$ cat config.mk
export PLATFORM = sky130hd
export DESIGN_NAME = missile_gen
export DESIGN_NICKNAME = d
export VERILOG_FILES = /design/src/rtl/missile_gen.sv
export SDC_FILE = /design/constraint.sdc
export NUM_CORES = 1
export LEC_CHECK = 0
export CORE_MARGIN = 1.5
export CORE_UTILIZATION = 37
export DETAILED_ROUTE_END_ITERATION = 8
export PLACE_DENSITY_LB_ADDON = 0.15
export SLEW_MARGIN = 30
export SYNTH_ARGS = -nofsm -noshare
export SYNTH_HDL_FRONTEND = slang
export SYNTH_SLANG_ARGS = --single-unit
$ cat constraint.sdc
create_clock -name clk -period 6.3 [get_ports clk]
set_input_delay 0.945 -clock clk [delete_from_list [all_inputs] [get_ports clk]]
set_output_delay 0.945 -clock clk [all_outputs]
set_load 0.005 [all_outputs]
$ cat src/rtl/missile_gen.sv
// Horizontal object generator: per-line position counter, copy/width decode,
// latched horizontal motion, and a registered object pixel for the mixer.
module missile_gen #(
    parameter int unsigned LINE_PIXELS  = 160,
    parameter int unsigned POS_WIDTH    = 8,
    parameter int unsigned SIZE_WIDTH   = 2,
    parameter int unsigned COPY_SPACING = 16
) (
    input  logic                  clk,
    input  logic                  reset_n,
    input  logic                  pixel_en,
    input  logic                  strobe,
    input  logic                  motion_load,
    input  logic [3:0]            motion,
    input  logic                  hmclr,
    input  logic                  hmove,
    input  logic                  enable,
    input  logic [SIZE_WIDTH-1:0] size,
    input  logic [2:0]            copies,
    output logic                  value,
    output logic [POS_WIDTH-1:0]  position
);

    localparam int unsigned RUN_W  = (1 << SIZE_WIDTH) - 1;
    localparam int unsigned RUN_FW = RUN_W + 1;
    localparam int unsigned SUM_W  = POS_WIDTH + 1;

    localparam logic [POS_WIDTH-1:0]    OFF_1S   = POS_WIDTH'(COPY_SPACING);
    localparam logic [POS_WIDTH-1:0]    OFF_2S   = POS_WIDTH'(2 * COPY_SPACING);
    localparam logic [POS_WIDTH-1:0]    OFF_4S   = POS_WIDTH'(4 * COPY_SPACING);
    localparam logic [POS_WIDTH-1:0]    POS_LAST = POS_WIDTH'(LINE_PIXELS - 1);
    localparam logic signed [SUM_W-1:0] LINE_S   = $signed(SUM_W'(LINE_PIXELS));

    logic [POS_WIDTH-1:0] r_pos;
    logic                 r_value;
    logic [RUN_W-1:0]     r_run;
    logic signed [3:0]    r_motreg;

    logic                    w_hit;
    logic signed [SUM_W-1:0] w_sum;
    logic [POS_WIDTH-1:0]    w_hmove_pos;
    logic [POS_WIDTH-1:0]    w_inc_pos;
    logic [RUN_FW-1:0]       w_len_full;
    logic [RUN_W-1:0]        w_run_len;

    logic [POS_WIDTH-1:0] w_pos_nxt;
    logic                 w_value_nxt;
    logic [RUN_W-1:0]     w_run_nxt;
    logic signed [3:0]    w_motreg_nxt;

    // Copy decode: every mode includes offset 0; modes 5 and 7 are single-copy.
    always_comb begin
        w_hit = (r_pos == '0);
        case (copies)
            3'd1:    w_hit = (r_pos == '0) || (r_pos == OFF_1S);
            3'd2:    w_hit = (r_pos == '0) || (r_pos == OFF_2S);
            3'd3:    w_hit = (r_pos == '0) || (r_pos == OFF_1S) || (r_pos == OFF_2S);
            3'd4:    w_hit = (r_pos == '0) || (r_pos == OFF_4S);
            3'd6:    w_hit = (r_pos == '0) || (r_pos == OFF_2S) || (r_pos == OFF_4S);
            default: ;
        endcase
    end

    // Motion-adjusted position, wrapped in either direction around the line.
    always_comb begin
        w_sum = $signed({1'b0, r_pos})
              + $signed({{(SUM_W-4){r_motreg[3]}}, r_motreg})
              + $signed(SUM_W'(pixel_en));
        if (w_sum < 0)
            w_hmove_pos = POS_WIDTH'(w_sum + LINE_S);
        else if (w_sum >= LINE_S)
            w_hmove_pos = POS_WIDTH'(w_sum - LINE_S);
        else
            w_hmove_pos = POS_WIDTH'(w_sum);
    end

    assign w_inc_pos  = (r_pos == POS_LAST) ? '0 : r_pos + POS_WIDTH'(1);
    assign w_len_full = RUN_FW'(1) << size;
    assign w_run_len  = RUN_W'(w_len_full - RUN_FW'(1));

    // Next-state: strobe aborts everything; run only moves on pixel ticks.
    always_comb begin
        w_pos_nxt    = r_pos;
        w_value_nxt  = r_value;
        w_run_nxt    = r_run;
        w_motreg_nxt = r_motreg;

        if (strobe) begin
            w_pos_nxt   = '0;
            w_value_nxt = 1'b0;
            w_run_nxt   = '0;
        end else begin
            if (hmove)
                w_pos_nxt = w_hmove_pos;
            else if (pixel_en)
                w_pos_nxt = w_inc_pos;

            if (pixel_en) begin
                if (!enable) begin
                    w_value_nxt = 1'b0;
                    w_run_nxt   = '0;
                end else if (w_hit) begin
                    w_value_nxt = 1'b1;
                    w_run_nxt   = w_run_len;
                end else if (r_run != '0) begin
                    w_value_nxt = 1'b1;
                    w_run_nxt   = r_run - RUN_W'(1);
                end else begin
                    w_value_nxt = 1'b0;
                end
            end
        end

        if (hmclr)
            w_motreg_nxt = '0;
        else if (motion_load)
            w_motreg_nxt = $signed(motion);
    end

    always_ff @(posedge clk or negedge reset_n) begin
        if (!reset_n) begin
            r_pos    <= '0;
            r_value  <= 1'b0;
            r_run    <= '0;
            r_motreg <= '0;
        end else begin
            r_pos    <= w_pos_nxt;
            r_value  <= w_value_nxt;
            r_run    <= w_run_nxt;
            r_motreg <= w_motreg_nxt;
        end
    end

    assign value    = r_value;
    assign position = r_pos;

endmodule
==> impl_metrics.ini <==
[cells_and_area]
diodes = 0
nNetsFinal = 235
multi_input_area_sq_um = 1072
fill_cells = 389
drive_gt1_share_pct = 5.419
area_growth_pct = 21.34
ff_latch_area_sq_um = 400.4
stdcell_area_sq_um = 1878

[logic_synthesis]
synth_top_cell_area_share_pct = 25.87
synth_seq_cells = 16
synth_top_area_cell = dfrtp_1
synth-async-reset-ratio_pct = 100.0
syn_area_per_cell_sq_um = 8.504
synth_simple_gate_area_share_pct = 22.64
netlist_instances = 182
synth_area_leaders = dfrtp_1 26%, ha_1 9.7%, mux2i_1 5.8%, nor2_1 5.6%, a21oi_1 4.9%
synth_edf_count = 0
synth_top_family_by_area = compound AO/OA/AOI/OAI gates
ys.flop_type = dfrtp_1
ys_types = 48
ys_warn_count = 0
syn-num-nets = 213
synthTopCellsByCount = 23 x nor2_1, 16 x dfrtp_1, 15 x a21oi_1
synth_xor_area_share_pct = 5.093
synthMuxAreaShare_pct = 5.821
synth_compound_area_share_pct = 23.44
synthAdderAreaFrac_pct = 12.29
post-synth-top-count-cell = nor2_1
syn_area_sq_um = 1548
ys_seq_area_share_pct = 25.87

[timing]
period_needed_ns = 4.061
worst_pin_slew_ns = 0.7732
rsz0062_at_grt = false
slew_viol_final = 0
hold_viol_final = 0
skew_ns = 0.003697
setup_slack_ns = 2.239
setup_viol = 0
fin_tns_setup_ns = 0
relSlewSlack_pct = 48.29
max_freq_ghz = 0.2463
fin_crit_sh_pct = 64.45

[placement]
port_buffers = 25
dp_slack_ns = 1.972
hpwl_microns = 2912
place_congestion = 0.7949
placed_area_sq_um = 1823

[clock_network]
cts_hold_buf = 0
clk_pin_slew_ns = 0.07
clk_latency_ns = 0.25
cts_max_path_buffers = 2
ctsResizeCount = 0
clock-sinks = 16
cts_tree = built
postCtsSetupBuffers = 0
numCtsBuffers = 3
ctsHtreeMaxLevel = 1
cts-root-buf = clkbuf_8

[setup_path]
r2r_slack_ns = 3.25
cpPeakStageDelay_ns = 0.75
path_class = input pin to flip-flop
rr_startpoint = position[0]$_DFFE_PN0P_
cp_cell_sequence = clkdlybuf4s50_1 > fa_1 > inv_1 > fa_1 > nand2b_1 > a21oi_1 > a31o_2 > xnor2_1 > ha_1 > nor2b_1 > or4_1 > a31oi_1
reg2reg_to = position[5]$_DFFE_PN0P_
cpMostUsedCell = fa_1
crit_path_end_kind = flip-flop
critPathBufInv = 2
worstPathArrival_ns = 4.24
ff2ff_path_depth = 11
critical_path_required_ns = 6.48
path_delay_family = adder cells
slowest_stage = clkdlybuf4s50_1
crit_fanout = 13
cp-start-kind = input pin

[pwr]
power.internal_uw = 235.2
p_seq_share_pct = 35.4
peakVddDrop_uv = 75.89
combPwrFrac_pct = 38.5
swShare_pct = 34.84
p_sw_uw = 125.8
p_per_area_nw_per_um2 = 192.2
clkPwrFrac_pct = 26.1
leakagePower_uw = 0.0008065

[floorplanning]
dieWidth_microns = 67.68
rows = 23
die_h_microns = 67.68
ios = 26
core-area_sq_um = 4000
dieArea_sq_um = 4580
initial_core_util_pct = 38.69

[grt]
grt_start_max_net_pins = 17
overflow = 0
grt_antenna_before_repair = 0
grt_use_total_pct = 16.89
first_global_vias = 1368
grt_pass1_wl_microns = 5837

[route]
vias = 1447
wire_per_inst_microns = 14.56
drt_iter0_drc = 45
wirelength_microns = 3683
wl_met3_microns = 128
top_layer = met4
avgViaCountPerCell = 5.719
drtAntennaViolNets = 0
drt_pass1_iterations = 4
wirelength_met1_microns = 1638
route.met2.wl_microns = 1895
drc = 0

[min_path]
hold_end = r_run[1]$_DFFE_PN0P_
hold_start = r_run[1]$_DFFE_PN0P_
min_path_type = flip-flop to flip-flop
min_delay_path_depth = 2

[flow_run]
maxCapViolations = 0

[run_status]
outcome = finished clean
-- metrics by stage --
stage	std cells	hold slack [ns]	total power (uW)	utilization, %
2_1_floorplan	182	0.4632	223.2	-
3_3_place_gp	249	0.4958	264.8	45.57
3_5_place_dp	249	0.5027	269.1	45.57
4_1_cts	253	0.5176	364.5	46.95
5_1_grt	253	0.5626	389.6	46.95
6_report	253	0.5144	360.9	46.95
-- worst max-delay path by stage --
stage / start / to / slack, ns / cells past startpoint
2_1_floorplan: pixel_en / position[5]$_DFFE_PN0P_ / 3.00 / 11
3_3_place_gp: pixel_en / position[5]$_DFFE_PN0P_ / 2.08 / 12
3_5_place_dp: pixel_en / position[5]$_DFFE_PN0P_ / 1.97 / 12
4_1_cts: pixel_en / position[5]$_DFFE_PN0P_ / 2.23 / 12
5_1_grt: pixel_en / position[5]$_DFFE_PN0P_ / 2.01 / 12
6_report: pixel_en / position[5]$_DFFE_PN0P_ / 2.24 / 12
-- worst min-delay path: stages (launching register included) --
cell     delay, ns
dfrtp_1       0.36
nand2_1       0.06
o31ai_1       0.06
-- layer usage --
metal	GRT usage, %	vias up
li1	-	716
met1	19.21	704
met2	30.51	25
met3	4.167	2
met4	5.612	0
met5	0	-
-- cells by family (layout without fill, tap and decap cells) --
kind of cell    Yosys count  count (layout)
buf+inv                  18              39
compound gates           49              49
simple gates             67              67
xor+xnor                  9               9
fa+ha+maj                14              14
flops                    16              16
mux                       9               9
-- final cells by class --
cell class	count	area share, %
clock buffer	4	2.931
inverter	10	1.999
timing repair buffer	25	13.32
tap	50	3.331
sequential	16	21.32
multi-input combinational	148	57.10
-- placed cells by master (no fill, tap or decap), types with 5 or more instances in the layout --
master / instances
nand2b_1: 5
nor3_1: 5
nand2_1: 10
mux2i_1: 9
xnor2_1: 7
inv_1: 10
ha_1: 12
nor2_1: 23
dfrtp_1: 16
clkdlybuf4s50_1: 25
a21oi_1: 15
nand3_1: 5
-- power groups by stage --
stage	Combinational (uW)	Sequential (uW)	Clock [uW]
floorplan	99.2	124	0
global placement	135	130	0
detailed placement	139	130	0
CTS	140	128	96.7
global route	155	130	105
finish	139	128	94.2
-- registers in the layout (all words and copies together) (netlist names) --
name / cells
r_run: 3
r_motreg: 4
position: 8
value: 1
Note: power is estimated with default switching activity, not from simulation.
